File: config.mk
export PLATFORM = sky130hd
export DESIGN_NAME = hdmi_src_switch
export DESIGN_NICKNAME = d
export VERILOG_FILES = /design/src/rtl/hdmi_src_switch.sv
export SDC_FILE = /design/constraint.sdc
export NUM_CORES = 1
export LEC_CHECK = 0
export ABC_AREA = 1
export BUFFER_PORTS_ARGS = -buffer_cell sky130_fd_sc_hd__buf_4
export CAP_MARGIN = 20
export CORE_ASPECT_RATIO = 0.7
export CORE_MARGIN = 2
export CORE_UTILIZATION = 50
export CTS_CLUSTER_SIZE = 8
export DETAILED_ROUTE_END_ITERATION = 12
export MAX_ROUTING_LAYER = met4
export PLACE_DENSITY_LB_ADDON = 0.2
export SLEW_MARGIN = 20
export SYNTH_ARGS = -nofsm -noshare
export SYNTH_HDL_FRONTEND = slang
export SYNTH_SLANG_ARGS = --single-unit
export TNS_END_PERCENT = 1
File: constraint.sdc
create_clock -name clk -period 5 [get_ports clk]
set_clock_uncertainty 0.1 [all_clocks]
set_input_delay 0.5 -clock clk [delete_from_list [all_inputs] [get_ports clk]]
set_output_delay 0.5 -clock clk [all_outputs]
set_load 0.05 [all_outputs]
File: src/rtl/hdmi_src_switch.sv
// hdmi_src_switch: frame-aligned N-channel video source selector.
// Each source is registered through PIPE stages; a source change is taken at
// the outgoing source's vsync leading edge (or on ARM timeout) and the output
// is then blanked for MUTE_FRAMES frames of the new source.
module hdmi_src_switch #(
    parameter int NCH         = 2,
    parameter int RGB_W       = 24,
    parameter int PIPE        = 2,
    parameter int MUTE_FRAMES = 2,
    parameter int VS_POL      = 1,
    parameter int TIMEOUT_W   = 20,
    localparam int SW         = (NCH > 2) ? $clog2(NCH) : 1
) (
    input  logic                   clk,
    input  logic                   reset,
    input  logic [NCH*(RGB_W+3)-1:0] src_data,
    input  logic [SW-1:0]          sel,
    output logic [RGB_W-1:0]       o_rgb,
    output logic                   o_hs,
    output logic                   o_vs,
    output logic                   o_de,
    output logic                   o_blank,
    output logic [SW-1:0]          active_sel,
    output logic                   switching
);

    localparam int CW = RGB_W + 3;
    localparam int MW = (MUTE_FRAMES > 0) ? $clog2(MUTE_FRAMES + 1) : 1;
    localparam logic          VS_LVL = (VS_POL != 0);
    localparam logic [SW:0]   NCH_W  = (SW+1)'(NCH);
    localparam logic [MW:0]   MF_W   = (MW+1)'(MUTE_FRAMES);

    typedef enum logic [1:0] {
        ST_RUN  = 2'd0,
        ST_ARM  = 2'd1,
        ST_MUTE = 2'd2
    } state_t;

    // State entered after reset and after every switch: skip MUTE when no blanking is wanted.
    localparam state_t ST_POST = (MUTE_FRAMES == 0) ? ST_RUN : ST_MUTE;

    logic [CW-1:0]        r_pipe [PIPE][NCH];
    logic [NCH-1:0]       r_vs_d;
    logic [NCH-1:0]       w_vs_last;
    logic [NCH-1:0]       w_vle;

    state_t               r_state,  w_state_nxt;
    logic [SW-1:0]        r_active, w_active_nxt;
    logic [SW-1:0]        r_target, w_target_nxt;
    logic [TIMEOUT_W-1:0] r_tmo,    w_tmo_nxt;
    logic [MW-1:0]        r_mcnt,   w_mcnt_nxt;

    logic [TIMEOUT_W-1:0] w_tmo_inc;
    logic [MW:0]          w_mcnt_inc;
    logic                 w_sel_ok;
    logic                 w_vle_act;
    logic                 w_mute;
    logic [CW-1:0]        w_ch;

    logic [RGB_W-1:0]     r_rgb;
    logic                 r_hs, r_vs, r_de;

    // Input resynchronisation pipeline, one register chain per channel.
    // NOTE: this array is a register pipeline, not a RAM, so every stage is
    // cleared on reset; a real memory would be left unreset.
    always_ff @(posedge clk or posedge reset) begin
        if (reset) begin
            for (int s = 0; s < PIPE; s++)
                for (int c = 0; c < NCH; c++)
                    r_pipe[s][c] <= '0;
        end else begin
            for (int c = 0; c < NCH; c++) begin
                r_pipe[0][c] <= src_data[c*CW +: CW];
                for (int s = 1; s < PIPE; s++)
                    r_pipe[s][c] <= r_pipe[s-1][c];
            end
        end
    end

    // Last-stage vsync per channel and its leading-edge detect against the history.
    // NOTE: every signal written here gets a default first, so no path leaves
    // a variable unassigned and no latch can be inferred.
    always_comb begin
        w_vs_last = '0;
        w_vle     = '0;
        for (int c = 0; c < NCH; c++) begin
            w_vs_last[c] = r_pipe[PIPE-1][c][RGB_W];
            w_vle[c]     = (w_vs_last[c] == VS_LVL) && (r_vs_d[c] != VS_LVL);
        end
    end

    // Vsync history; cleared to 0 so an idle-level vs right after reset is not an edge.
    // NOTE: sequential state uses non-blocking assignments so every register
    // samples pre-edge values regardless of statement order.
    always_ff @(posedge clk or posedge reset) begin
        if (reset) r_vs_d <= '0;
        else       r_vs_d <= w_vs_last;
    end

    assign w_sel_ok   = ({1'b0, sel} < NCH_W);
    assign w_vle_act  = w_vle[r_active];
    assign w_tmo_inc  = (r_tmo == '1) ? r_tmo : r_tmo + TIMEOUT_W'(1);
    assign w_mcnt_inc = {1'b0, r_mcnt} + (MW+1)'(1);

    // Switch FSM state register.
    always_ff @(posedge clk or posedge reset) begin
        if (reset) begin
            r_state  <= ST_POST;
            r_active <= '0;
            r_target <= '0;
            r_tmo    <= '0;
            r_mcnt   <= '0;
        end else begin
            r_state  <= w_state_nxt;
            r_active <= w_active_nxt;
            r_target <= w_target_nxt;
            r_tmo    <= w_tmo_nxt;
            r_mcnt   <= w_mcnt_nxt;
        end
    end

    // Switch FSM next-state: arm on a new request, commit on vle/timeout, then mute.
    always_comb begin
        w_state_nxt  = r_state;
        w_active_nxt = r_active;
        w_target_nxt = r_target;
        w_tmo_nxt    = r_tmo;
        w_mcnt_nxt   = r_mcnt;
        unique case (r_state)
            ST_RUN: begin
                if (w_sel_ok && (sel != r_active)) begin
                    w_target_nxt = sel;
                    w_tmo_nxt    = '0;
                    w_state_nxt  = ST_ARM;
                end
            end
            ST_ARM: begin
                w_tmo_nxt = w_tmo_inc;
                if (w_sel_ok)
                    w_target_nxt = sel;
                // Request withdrawn wins over a coincident edge: no switch at all.
                if (w_sel_ok && (sel == r_active)) begin
                    w_state_nxt = ST_RUN;
                end else if (w_vle_act || (w_tmo_inc == '1)) begin
                    // A same-cycle sel change is honoured as the target.
                    w_active_nxt = w_sel_ok ? sel : r_target;
                    w_mcnt_nxt   = '0;
                    w_state_nxt  = ST_POST;
                end
            end
            ST_MUTE: begin
                if (w_vle_act) begin
                    if (w_mcnt_inc == MF_W) w_state_nxt = ST_RUN;
                    else                    w_mcnt_nxt  = w_mcnt_inc[MW-1:0];
                end
            end
            default: w_state_nxt = ST_POST;
        endcase
    end

    assign w_ch   = r_pipe[PIPE-1][r_active];
    assign w_mute = (r_state == ST_MUTE);

    // Output register after the mux; blanking uses last cycle's mute flag and selection.
    always_ff @(posedge clk or posedge reset) begin
        if (reset) begin
            r_rgb <= '0;
            r_hs  <= 1'b0;
            r_vs  <= 1'b0;
            r_de  <= 1'b0;
        end else begin
            r_rgb <= (w_mute || !w_ch[RGB_W+2]) ? '0 : w_ch[RGB_W-1:0];
            r_hs  <= w_ch[RGB_W+1];
            r_vs  <= w_ch[RGB_W];
            r_de  <= w_ch[RGB_W+2] & ~w_mute;
        end
    end

    assign o_rgb      = r_rgb;
    assign o_hs       = r_hs;
    assign o_vs       = r_vs;
    assign o_de       = r_de;
    assign o_blank    = ~r_de;
    assign active_sel = r_active;
    assign switching  = (r_state != ST_RUN);

endmodule

* After elaboration in Yosys (flattened, before gate mapping) *
Cells that the tools add are included.

operators by class
  $add $sub $neg = 2
  bitwise operators = 7
  equal/unequal tests = 14
  order comparisons = 2
  reduce and logical (&&, ||, !) cells = 13
  muxes and demuxes = 20

operator list
  kind                                                                   number
  27-bit 2-to-1 mux                                                      3
  20-bit equality test, second input constant                            2
  20-bit 2-to-1 mux                                                      2
  20-bit one-hot mux with 2 select lines                                 1
  24-bit 2-to-1 mux                                                      1
  20-bit by 1-bit adder with 20-bit output, second input constant        1
  2-bit 2-to-1 mux                                                       9
  2-bit inequality test, second input constant                           5
  2-bit one-hot mux with 3 select lines                                  1
  2-bit nonzero test                                                     3
  1-bit inverter                                                         5
  5-bit AND reduction                                                    1
  2-bit one-hot mux with 2 select lines                                  1
  4-bit AND reduction                                                    1
  2-bit by 1-bit adder with 3-bit output, second input constant          1
  3-bit by 2-bit equality test with 1-bit output, second input constant  1
  3-bit inequality test, second input constant                           1
  3-bit AND reduction                                                    1
  2-bit by 1-bit equality test with 1-bit output, second input constant  1
  2-bit equality test, second input constant                             1
  2-bit greater-or-equal comparator, second input constant               1
  1-bit logical AND                                                      2
  2-bit logical NOT                                                      1
  1-bit logical OR                                                       2
  other kinds (9)                                                        10

storage, ports and cells
  bits of input ports = 57
  output and inout bits = 30
  logic and storage cells = 71
  flip-flop bits (word level) = 162

* Longest topological paths before layout *
Gate-level depths: netlist of the first run.

  depth in word-level cells = 8
  mapped depth = 15
  gate-level depth less buffers = 15

* Least setup slack after synthesis of the first run *
Ideal clock, no wire load.

  path kind = register -> register
  start point = reg r_active, in the netlist active_sel
  end point = reg r_tmo[12]
  required time = 4.759 ns
  cell stages (with the launch flop) = 7
  setup slack = 2.995 ns
  setup time = 0.141 ns
  path buffers = 1
  arrival = 1.765 ns
  period minus slack after synthesis = 2.005 ns
  cells stage by stage = dfrtp_1 > clkinv_1 > nand2_1 > nand3_1 > nand2_1 > clkbuf_1 > o22ai_1

between the ends
  longest elaborated chain between the ends = 3

RTL lines
  element                                 line  text
  start: declaration                      48    logic [SW-1:0] r_active, w_active_nxt;
  start signal: assignment                115   r_active <= w_active_nxt;
  1-bit inequality test                   131   if (w_sel_ok && (sel != r_active)) begin
  2-bit inequality test (no source line)  -
  2-bit AND reduction (no source line)    -
  end signal: assignment                  117   r_tmo <= w_tmo_nxt;
  end: declaration                        50    logic [TIMEOUT_W-1:0] r_tmo, w_tmo_nxt;

No other way between the ends.
A chain may end at the register's enable or synchronous reset.

* Final worst setup path of the first run *
  start point = reg r_active, in the netlist active_sel
  end point = reg r_tmo[15]

The elaborated chain is that of the path after synthesis.

==> results of run 1 <==
[routing by layer]
layer,vias to the layer above,GRT usage [%],share of wire (%)
met3,16,5.14,5.4
met2,120,31.0,47
met4,0,6.91,1.4
li1,1795,-,-
met5,-,-,0
met1,1842,29.4,46
[cells in the final DEF, fill, tap and decap left out, types with 2 or more instances in the layout]
cell type | netlist | final
sky130_fd_sc_hd__ha_1 | 2 | 2
sky130_fd_sc_hd__inv_1 | 37 | 36
sky130_fd_sc_hd__clkinv_8 | 0 | 6
sky130_fd_sc_hd__inv_8 | 0 | 5
sky130_fd_sc_hd__nor2_4 | 3 | 3
sky130_fd_sc_hd__a31o_2 | 3 | 3
sky130_fd_sc_hd__nand3_1 | 22 | 22
sky130_fd_sc_hd__nand2_1 | 136 | 136
sky130_fd_sc_hd__nor2_1 | 28 | 27
sky130_fd_sc_hd__nand3_2 | 3 | 3
sky130_fd_sc_hd__buf_4 | 0 | 88
sky130_fd_sc_hd__dfrtp_1 | 161 | 161
sky130_fd_sc_hd__xor2_1 | 5 | 5
sky130_fd_sc_hd__o21ai_1 | 5 | 5
sky130_fd_sc_hd__clkinv_4 | 0 | 3
sky130_fd_sc_hd__o21ai_0 | 19 | 19
sky130_fd_sc_hd__nand2_2 | 5 | 5
sky130_fd_sc_hd__nand4_1 | 5 | 5
sky130_fd_sc_hd__a21oi_1 | 33 | 33
sky130_fd_sc_hd__o22ai_1 | 4 | 4
sky130_fd_sc_hd__nand3b_1 | 2 | 2
sky130_fd_sc_hd__nor2_2 | 6 | 7
sky130_fd_sc_hd__or2_2 | 3 | 3
sky130_fd_sc_hd__clkbuf_16 | 0 | 17
[final cells by class]
class	instances	area, µm²	share of cell area (%)
sequential	162	4060	57.0
clock buffer	17	425	5.98
clock inverter	15	188	2.64
tap	153	191	2.69
inverter	39	151	2.13
timing repair buffer	90	698	9.82
multi-input combinational	290	1400	19.7
[metrics by stage]
stage | hold slack [ns] | utilization, %
floorplan | 0.231 | -
global placement | 0.231 | 58.7
detailed placement | 0.235 | 58.7
CTS | 0.0706 | 64.2
global route | 0.0616 | 64.6
finish | 0.0827 | 64.6
[kinds of logic (layout without fill, tap and decap cells)]
logic type	after synthesis	count (layout)	share of synthesized area, %
AO/OA/AOI/OAI	66	66	6.24
XOR/XNOR	6	6	0.930
adder cells (fa/ha/maj)	2	2	0.443
buffers and inverters	50	161	3.45
flip-flops	162	162	71.8
AND/OR/NAND/NOR	216	216	17.2
[how the worst max path moves through the flow]
stage | start | end | slack, ns | cells after the start
final | active_sel | r_tmo[15] | 2.38 | 5
after global routing | active_sel | o_rgb[6] | 2.05 | 5
after CTS | r_state[0] | r_tmo[19] | 2.23 | 5
after detailed placement | r_state[0] | r_tmo[19] | 2.25 | 5
after global placement | r_state[0] | r_tmo[19] | 2.38 | 5
after floorplan | reset | active_sel | 0.03 | 1
[report_power, final]
part	internal (µW)	switching, µW	total (µW)	leakage [µW]
registers	1450	71.4	1530	0.00198
clock network	680	605	1290	0.000294
logic	238	636	873	0.00113
total	2370	1310	3680	0.00341
[synth_stat cells (2+ instances only)]
library cell | number | area share, %
sky130_fd_sc_hd__a21oi_1 | 33 | 2.9
sky130_fd_sc_hd__a31o_2 | 3 | 0.47
sky130_fd_sc_hd__clkbuf_1 | 9 | 0.60
sky130_fd_sc_hd__dfrtp_1 | 161 | 71
sky130_fd_sc_hd__ha_1 | 2 | 0.44
sky130_fd_sc_hd__inv_1 | 37 | 2.5
sky130_fd_sc_hd__nand2_1 | 136 | 9.0
sky130_fd_sc_hd__nand2_2 | 5 | 0.55
sky130_fd_sc_hd__nand3_1 | 22 | 1.9
sky130_fd_sc_hd__nand3_2 | 3 | 0.53
sky130_fd_sc_hd__nand3b_1 | 2 | 0.27
sky130_fd_sc_hd__nand4_1 | 5 | 0.55
sky130_fd_sc_hd__nor2_1 | 28 | 1.9
sky130_fd_sc_hd__nor2_2 | 6 | 0.66
sky130_fd_sc_hd__nor2_4 | 3 | 0.60
sky130_fd_sc_hd__o21ai_0 | 19 | 1.7
sky130_fd_sc_hd__o21ai_1 | 5 | 0.44
sky130_fd_sc_hd__o22ai_1 | 4 | 0.44
sky130_fd_sc_hd__or2_2 | 3 | 0.33
sky130_fd_sc_hd__xor2_1 | 5 | 0.77
[sequential cells by signal, summed over array words and instances, names as in the netlist]
signal,flops
o_vs,1
r_state,2
o_de,1
o_rgb,24
o_hs,1
active_sel,1
r_pipe,108
r_vs_d,2
r_tmo,20
r_mcnt,2
[repair_timing]
| item | CTS | global route |
|---|---|---|
| setup buffers | 0 | 0 |
| hold buffers | 0 | 1 |
| hold endpoints to repair | 0 | 27 |
==> impl_results.md, run 1 <==
- Global Route Usage Sum: 21.1%
- Die width: approximately 130 µm
- Floorplan die area: 12200 µm²
- Fin crit share: 52.3%
- Number of buffers on the longest clock path: 2
- R2r setup slk: 2.38 ns
- Antenna violations before repair: 0
- Ratio of cells with drive above 1 in the final layout: around a quarter
- Die Span Y: 92.9 µm
- Total wire length: around 11000 µm
- Data arrival time of the critical path: around 2.8 ns
- FFs w/ async S/R, synth: 100%
- Routability Congestion: approximately 0.94
- Setup TNS after final layout: 0 ns
- Final slew viol count: 0
- Total via count in the routed design: roughly 3800
- # resized after CTS: 0
- Critical hold path startpoint: src_data[46]
- Post-synth top flop: sky130_fd_sc_hd__dfrtp_1
- Critical Path Start Type: flop
- Max Clock Freq: ~0.38 GHz
- R2r endpoint: r_tmo[15]
- Total placed instance area: ~6500 µm²
- Kind of cell adding the most delay to the critical path: simple AND/OR/NAND/NOR gates
- Kind of path behind the tightest hold check: input pin to flop
- Reg2Reg Depth: 5
- Worst-path clk slew: ~0.07 ns
- Avg WL per Cell: 14.9 µm
- Count of inserted antenna diode cells: 0
- Result of the run: finished, final reports clean
- Min-Delay Endpoint: r_pipe[73]
- Setup WS pre-CTS: 2.25 ns
- Largest stage delay on the critical path: 0.71 ns
- Syn Std Cell Area: approximately 5700 µm²
- Vias in the first global route: about 3900
- Area overhead of the layout relative to synthesis: 25.9%
- Root cell of the clock tree: sky130_fd_sc_hd__clkbuf_16
- Critical-path maximum fanout: 28
- CTS tree: done
- Number of antenna-violating nets in the routed design: 0
- Number of cells after detailed placement: 732
- H-tree levels: 4
- Congestion Overflow GR: 0
- Worst-margin pin slew: between 0.9 and 1 ns
- Leakage power total: roughly 0.0034 µW
- Post-DP HPWL: 7220 µm
- YS warnings: 0
- Via count normalized by instance count: around 4.9
- Wire length of the first global-routing pass: around 19000 µm
- Standard cell core area: between 10000 and 15000 µm²
- Number of buffers inserted by port buffering: 86
- Starting Density: between 50% and 60%
- Inserted Clock Buffers: 17
- Seq cells post-synth: ~160
- Total iterations of the first detailed-routing run: 5
- Final worst slack: around 2.4 ns
- Netlist cell types: 31
- Ports placed on the boundary: slightly below 90
- Number of DRC markers in iteration 0: 304
- Series of cell instances along the critical path: clkinv_1 -> nand2_1 -> nand3_1 -> nand2_1 -> o22ai_1
- Final-report hold violation count: 0
- Avg Synthesized Cell Area: 11.3 µm²
- Net total in the final layout: 659
- Final setup vio count: 0
- Max_cap viols: 0
- Sequential cell area fraction in the yosys report: between 70 and 80%
- Clock latency on the worst-skew pair: ~0.42 ns
- Startpoint of the most critical register-to-register path: active_sel
- Power consumption: about 3700 µW
- Slowest cell on crit path: sky130_fd_sc_hd__clkinv_1
- Final-layout fill cell count: between 800 and 900
- Net count after synthesis: roughly 560
- Highest ir drop seen on vdd: between 0.0003 and 0.0004 V
- Final std cell area, no fill: slightly above 7000 µm²
- Power density over the cells: ~520 nW/µm²
- Kind of critical path: flop to flop
- CP endpoint kind: flop
- Number of synthesized flops with an enable pin: 0
- Maximum number of pins on one net before global-route repair: roughly 120
- Worst Path Buf+Inv: 1
- Final non-filler cell total: approximately 770
- Num Clock Sinks: 162
- Library cell appearing most often on the critical path: sky130_fd_sc_hd__nand2_1
- Cell row count: 32
- Relative slew slack: roughly 39%
- RSZ-0062 raised after global routing: false
- Hold Path Depth: 1
- DRC violation count after routing: 0
- Required time of the worst setup path: between 5 and 6 ns
- Instance count of the mapped netlist: between 500 and 600
- Tmin final: between 2 and 3 ns
Power figures use the tool's default switching activity.
==> inputs of run 2 (changes only) <==
==> constraint.sdc (replaced) <==
create_clock -name clk -period 2.2 [get_ports clk]
set_clock_uncertainty 0.1 [all_clocks]
set_input_delay 0.22 -clock clk [delete_from_list [all_inputs] [get_ports clk]]
set_output_delay 0.22 -clock clk [all_outputs]
set_load 0.05 [all_outputs]
==> run 2 against run 1 <==
  * Final cell count is 9.9% higher
  * Clock-buffer cell count did not move
  * Maximum frequency grew 20%
  * Sequential share of layout area fell by 5.6 points
  * First-iteration DRC count decreased by 16%
  * Die area is the same
  * Largest cell class unchanged
  * Largest power group unchanged
==> impl_results.md, run 2 (synthesized netlist as in run 1, its figures left out) <==
- Final-report hold violation count: 0 (unchanged)
- Max Clock Freq: 0.457 GHz (was 0.382 GHz)
- Clock network fraction of design power: 34.5% (was 34.9%)
- Max_cap viols: 0 (unchanged)
- Final non-filler cell total: 842 (was 766)
- Net load switching power: 3020 µW (was 1310 µW)
- H-tree levels: 4 (unchanged)
- Die Span Y: 92.9 µm (unchanged)
- Total via count in the routed design: 4117 (was 3773)
- Standard cell core area: 11000 µm² (unchanged)
- Floorplan die area: 12200 µm² (unchanged)
- Via count normalized by instance count: 4.89 (was 4.93)
- Number of buffers inserted by port buffering: 86 (unchanged)
- Antenna violations before repair: 0 (unchanged)
- Clock latency on the worst-skew pair: 0.42 ns (about the same)
- Result of the run: finished, final reports clean (unchanged)
- Congestion Overflow GR: 0 (unchanged)
- Part of the total power dissipated in sequential elements: 40.3% (was 41.4%)
- RSZ-0062 raised after global routing: true (was false)
- Ratio of cells with drive above 1 in the final layout: 26.4% (was 24.8%)
- Worst slack on hold paths: 0.246 ns (was 0.0827 ns)
- Fin crit share: 99.5% (was 52.3%)
- Routability Congestion: 0.922 (was 0.945)
- Kind of critical path: flop to flop (unchanged)
- Number of buffers on the longest clock path: 2 (unchanged)
- Cell row count: 32 (unchanged)
- Part of the power in combinational logic: 25.3% (was 23.7%)
- Final Core Density: 71.6% (was 64.6%)
- Area overhead of the layout relative to synthesis: 39.5% (was 25.9%)
- Largest register FFs: 108 (unchanged)
- Final-layout fill cell count: 741 (was 829)
- Die width: 131 µm (unchanged)
- Critical Path Start Type: flop (unchanged)
- Number of antenna-violating nets in the routed design: 0 (unchanged)
- Power density over the cells: 1090 nW/µm² (was 518 nW/µm²)
- Number of cells after detailed placement: 754 (was 732)
- Switching part of the total: 35.0% (was 35.6%)
- Required time of the worst setup path: 2.41 ns (was 5.16 ns)
- Inserted Clock Buffers: 17 (unchanged)
- Num Clock Sinks: 162 (unchanged)
- Worst-path clk slew: 0.07 ns (about the same)
- Leading cell type in the layout, fill and taps excluded: sky130_fd_sc_hd__dfrtp_1 (unchanged)
- Vias in the first global route: 4304 (was 3883)
- Post-DP HPWL: 7860 µm (was 7220 µm)
- CP endpoint kind: flop (unchanged)
- Root cell of the clock tree: sky130_fd_sc_hd__clkbuf_16 (unchanged)
- Register with the most flip-flops: r_pipe (unchanged)
- Leakage power total: 0.00375 µW (was 0.00341 µW)
- Final slew viol count: 0 (unchanged)
- Relative slew slack: 62.2% (was 39.0%)
- Net total in the final layout: 735 (was 659)
- Worst-margin pin slew: 0.566 ns (was 0.910 ns)
- Total iterations of the first detailed-routing run: 4 (was 5)
- Kind of path behind the tightest hold check: input pin to async pin (was input pin to flop)
- Number of DRC markers in iteration 0: 256 (was 304)
- Global Route Usage Sum: 24.3% (was 21.1%)
- CTS tree: done (unchanged)
- DRC violation count after routing: 0 (unchanged)
- Count of inserted antenna diode cells: 0 (unchanged)
- Ports placed on the boundary: 87 (unchanged)
- Final setup vio count: 0 (unchanged)
- Highest ir drop seen on vdd: 0.00102 V (was 0.000311 V)
- Total internal power: 5600 µW (was 2370 µW)
- Wire length of the first global-routing pass: 21100 µm (was 18800 µm)
- Starting Density: 51.3% (unchanged)
- Maximum number of pins on one net before global-route repair: 61 (was 115)
- Critical-path maximum fanout: 5 (was 28)
- Avg WL per Cell: 15.5 µm (was 14.9 µm)
- Total wire length: 13100 µm (was 11400 µm)
- Leading cell types in the layout, fill and taps excluded: sky130_fd_sc_hd__dfrtp_1, sky130_fd_sc_hd__nand2_1, sky130_fd_sc_hd__buf_4 (unchanged)
- Data arrival time of the critical path: 2.40 ns (was 2.78 ns)
- Tmin final: 2.19 ns (was 2.62 ns)
==> run 2: through the flow <==
step           worst slack [ns]  setup TNS, ns  area, µm²  total power (µW)
2_1_floorplan            -0.176         -28.34       5650              4830
3_3_place_gp             0.0203              0       6650              5510
3_5_place_dp            -0.0142        -0.0213       6650              5550
4_1_cts                 0.00186              0       7860              8650
5_1_grt                  -0.107         -0.320       7880              9040
6_report                 0.0116              0       7880              8620
==> run 2: cell type report <==
type | count | area (µm²) | share of cell area, %
flip-flops and latches | 162 | 4060 | 51.4
multi-input cells | 290 | 1460 | 18.6
repair buffers | 166 | 1410 | 17.9
clock buffers | 17 | 425 | 5.40
well taps | 153 | 191 | 2.43
clock inverters | 15 | 183 | 2.32
inverters | 39 | 154 | 1.95
==> run 2: final timing paths <==
| path | to | start | cells past startpoint | slack [ns] |
|---|---|---|---|---|
| max | r_mcnt[0] | r_tmo[0] | 14 | 0.01 |
| min | o_rgb[23] | reset | 3 | 0.25 |
| max reg2reg | r_mcnt[0] | r_tmo[0] | 14 | 0.01 |
| min reg2reg | r_pipe[26] | r_pipe[80] | 0 | 0.25 |
| max in group asynchronous | r_state[1] | reset | 4 | 1.12 |
| min in group clk | r_pipe[26] | r_pipe[80] | 0 | 0.25 |
==> run 2: timing repair <==
| item | 4_1_cts | 5_1_grt |
|---|---|---|
| gates resized for setup | 7 | 10 |
| setup buffers | 0 | 0 |
| setup endpoints to repair | 3 | 25 |
| hold endpoints to repair | 67 | 0 |
| gates cloned | 0 | 0 |
| pin swaps | 4 | 1 |
| hold buffers | 56 | 0 |
==> run 2: power by group through the flow <==
stage / Clock, µW / Combinational [µW] / Sequential (µW)
finish: 2970 / 2180 / 3470
global route: 3180 / 2360 / 3500
floorplan: 0 / 782 / 4040
global placement: 0 / 2000 / 3500
CTS: 3020 / 2160 / 3470
detailed placement: 0 / 2050 / 3510
==> run 2: layer usage <==
metal  global-route usage (%)  vias to the layer above  part of all wire, %
met5                        -                        -                    0
met4                     7.27                        0                 0.96
met3                     7.74                       13                  6.7
met2                     36.9                      142                   48
met1                     31.6                     2006                   44
li1                         -                     1956                    -
==> run 2: worst max-delay path, stage by stage (launching register included) <==
cell	delay, ns
sky130_fd_sc_hd__dfrtp_1	0.41
sky130_fd_sc_hd__ha_4	0.18
sky130_fd_sc_hd__nand2_4	0.06
sky130_fd_sc_hd__nor2_4	0.18
sky130_fd_sc_hd__nand3_4	0.16
sky130_fd_sc_hd__nor2_4	0.13
sky130_fd_sc_hd__nand2_2	0.11
sky130_fd_sc_hd__o21ai_1	0.11
sky130_fd_sc_hd__nand2_1	0.08
sky130_fd_sc_hd__nor2_2	0.12
sky130_fd_sc_hd__nand3_2	0.13
sky130_fd_sc_hd__nand3_2	0.12
sky130_fd_sc_hd__nand2_2	0.06
sky130_fd_sc_hd__nand2_1	0.07
sky130_fd_sc_hd__nand2_1	0.05
==> inputs of run 3 (changes only) <==
--- a/config.mk
+++ b/config.mk
@@ -9,7 +9,6 @@
 export BUFFER_PORTS_ARGS = -buffer_cell sky130_fd_sc_hd__buf_4
 export CAP_MARGIN = 20
 export CORE_ASPECT_RATIO = 0.7
-export CORE_MARGIN = 2
 export CORE_UTILIZATION = 50
 export CTS_CLUSTER_SIZE = 8
 export DETAILED_ROUTE_END_ITERATION = 12
==> run 3 against run 2 <==
  * Setup slack gained 0.024 ns
  * Largest power group unchanged
  * Power is 0.13% lower
  * Core utilization down 0.068 points
  * Global-route usage up 0.59 points
  * Cell area is essentially flat
  * Critical path type unchanged
==> impl_results.md, run 3 (synthesized netlist as in run 1, its figures left out) <==
- Result of the run: finished, final reports clean (unchanged)
- Kind of critical path: flop to flop (unchanged)
- Vias in the first global route: 4172 (was 4304)
- R2r setup slk: 0.04 ns (was 0.01 ns)
- Register with the most flip-flops: r_pipe (unchanged)
- Standard cell core area: 11000 µm² (unchanged)
- Setup WS pre-CTS: -0.0260 ns (was -0.0142 ns)
- Number of buffers on the longest clock path: 2 (unchanged)
- Leakage power total: 0.00375 µW (about the same)
- Critical-path maximum fanout: 5 (unchanged)
- Ports placed on the boundary: 87 (unchanged)
- Antenna violations before repair: 0 (unchanged)
- Total wire length: 12800 µm (was 13100 µm)
- Total iterations of the first detailed-routing run: 4 (unchanged)
- Setup TNS after final layout: 0 ns (unchanged)
- Maximum number of pins on one net before global-route repair: 87 (was 61)
- Num Clock Sinks: 162 (unchanged)
- Congestion Overflow GR: 0 (unchanged)
- Relative slew slack: 67.7% (was 62.2%)
- Max_cap viols: 0 (unchanged)
- H-tree levels: 4 (unchanged)
- Power density over the cells: 1090 nW/µm² (about the same)
- Final slew viol count: 0 (unchanged)
- Hold Path Depth: 0
- Clock latency on the worst-skew pair: 0.42 ns (about the same)
- Fin crit share: 98.4% (was 99.5%)
- Via count normalized by instance count: 4.89 (about the same)
- Power consumption: 8610 µW (was 8620 µW)
- Leading cell type in the layout, fill and taps excluded: sky130_fd_sc_hd__dfrtp_1 (unchanged)
- Cell row count: 32 (unchanged)
- Count of inserted antenna diode cells: 0 (unchanged)
- Number of DRC markers in iteration 0: 227 (was 256)
- Leading cell types in the layout, fill and taps excluded: sky130_fd_sc_hd__dfrtp_1, sky130_fd_sc_hd__nand2_1, sky130_fd_sc_hd__buf_4 (unchanged)
- Net total in the final layout: 733 (was 735)
- Ratio of cells with drive above 1 in the final layout: 26.6% (was 26.4%)
- Total via count in the routed design: 4107 (was 4117)
- Die width: 129 µm (was 131 µm)
- RSZ-0062 raised after global routing: true (unchanged)
- Final worst slack: 0.0352 ns (was 0.0116 ns)
- Max Clock Freq: 0.462 GHz (was 0.457 GHz)
- CTS tree: done (unchanged)
- Worst-margin pin slew: 0.483 ns (was 0.566 ns)
- Critical Path Start Type: flop (unchanged)
- DRC violation count after routing: 0 (unchanged)
- Final setup vio count: 0 (unchanged)
- Final-report hold violation count: 0 (unchanged)
- Area overhead of the layout relative to synthesis: 39.4% (was 39.5%)
- Number of buffers inserted by port buffering: 86 (unchanged)
- Tmin final: 2.16 ns (was 2.19 ns)
- Data arrival time of the critical path: 2.38 ns (was 2.40 ns)
- Wire length of the first global-routing pass: 20700 µm (was 21100 µm)
- Final-layout fill cell count: 746 (was 741)
- Largest register FFs: 108 (unchanged)
- Highest ir drop seen on vdd: 0.000939 V (was 0.00102 V)
- Kind of path behind the tightest hold check: flop to flop (was input pin to async pin)
- Required time of the worst setup path: 2.42 ns (was 2.41 ns)
- Post-DP HPWL: 7640 µm (was 7860 µm)
- CP endpoint kind: flop (unchanged)
- Root cell of the clock tree: sky130_fd_sc_hd__clkbuf_16 (unchanged)
- Number of antenna-violating nets in the routed design: 0 (unchanged)
- Inserted Clock Buffers: 17 (unchanged)
- Global Route Usage Sum: 24.9% (was 24.3%)
- Worst-path clk slew: 0.07 ns (about the same)
- Final Core Density: 71.5% (was 71.6%)
- Avg WL per Cell: 15.2 µm (was 15.5 µm)
- Die Span Y: 90.9 µm (was 92.9 µm)
- Starting Density: 51.3% (unchanged)
- Floorplan die area: 11700 µm² (was 12200 µm²)
- Routability Congestion: 0.906 (was 0.922)
- Reg2Reg Depth: 14 (unchanged)
run 3: changes by cell type in the layout (fill, tap and decap cells not counted), sizes merged:
cell / change
inv: -1
buf: -2
clkinv: +1
run 3: repair_timing:
item,4_1_cts,5_1_grt
hold endpoints to repair,216,0
resized for setup,8,11
setup buffers,0,2
hold buffers,56,0
setup endpoints to repair,3,35
gates cloned,0,0
pin swaps,2,7
run 3: critical path, stage by stage, from the launching register on:
cell and delay [ns]:
sky130_fd_sc_hd__dfrtp_1 0.36, sky130_fd_sc_hd__ha_2 0.21, sky130_fd_sc_hd__nand2_2 0.08, sky130_fd_sc_hd__nor2_4 0.18, sky130_fd_sc_hd__nand3_4 0.16, sky130_fd_sc_hd__nor2_4 0.13
sky130_fd_sc_hd__nor2_2 0.04, sky130_fd_sc_hd__nor2_1 0.14, sky130_fd_sc_hd__nand3_1 0.12, sky130_fd_sc_hd__nor2_2 0.12, sky130_fd_sc_hd__nand3_2 0.12, sky130_fd_sc_hd__nand3_2 0.13
sky130_fd_sc_hd__nand2_2 0.06, sky130_fd_sc_hd__nand2_1 0.06, sky130_fd_sc_hd__nand2_1 0.04
run 3: worst paths after layout:
path / from / endpoint
max: r_tmo[1] / r_mcnt[0]
min: r_pipe[97] / r_pipe[43]
max reg2reg: r_tmo[1] / r_mcnt[0]
min reg2reg: r_pipe[97] / r_pipe[43]
max in group asynchronous: reset / r_pipe[7]
min in group asynchronous: reset / r_state[0]
run 3: metrics by stage:
step	hold WS, ns	std cells	cell area (µm²)
after floorplan	0.151	502	5650
after global placement	0.229	750	6620
after detailed placement	0.230	750	6620
after CTS	0.249	838	7830
after global routing	0.248	840	7880
final	0.246	840	7880
run 3: cell type report:
| type | instances | area (µm²) | share of cell area (%) |
|---|---|---|---|
| Clock buffer | 17 | 425 | 5.40 |
| Clock inverter | 15 | 188 | 2.38 |
| Inverter | 39 | 154 | 1.95 |
| Multi-Input combinational cell | 290 | 1460 | 18.6 |
| Sequential cell | 162 | 4060 | 51.5 |
| Tap cell | 153 | 191 | 2.43 |
| Timing Repair Buffer | 164 | 1400 | 17.7 |
run 3: where the power goes:
group	internal [µW]	leakage [µW]	switching, µW
registers	3310	0.00198	154
logic	666	0.00148	1510
clock network	1630	0.000292	1340
total	5610	0.00375	3010
run 3: per-layer routing:
metal | share of wire, % | track usage [%]
met1 | 45 | 33.2
met5 | 0 | -
met4 | 1.6 | 9.90
met2 | 48 | 37.2
met3 | 5.4 | 5.66
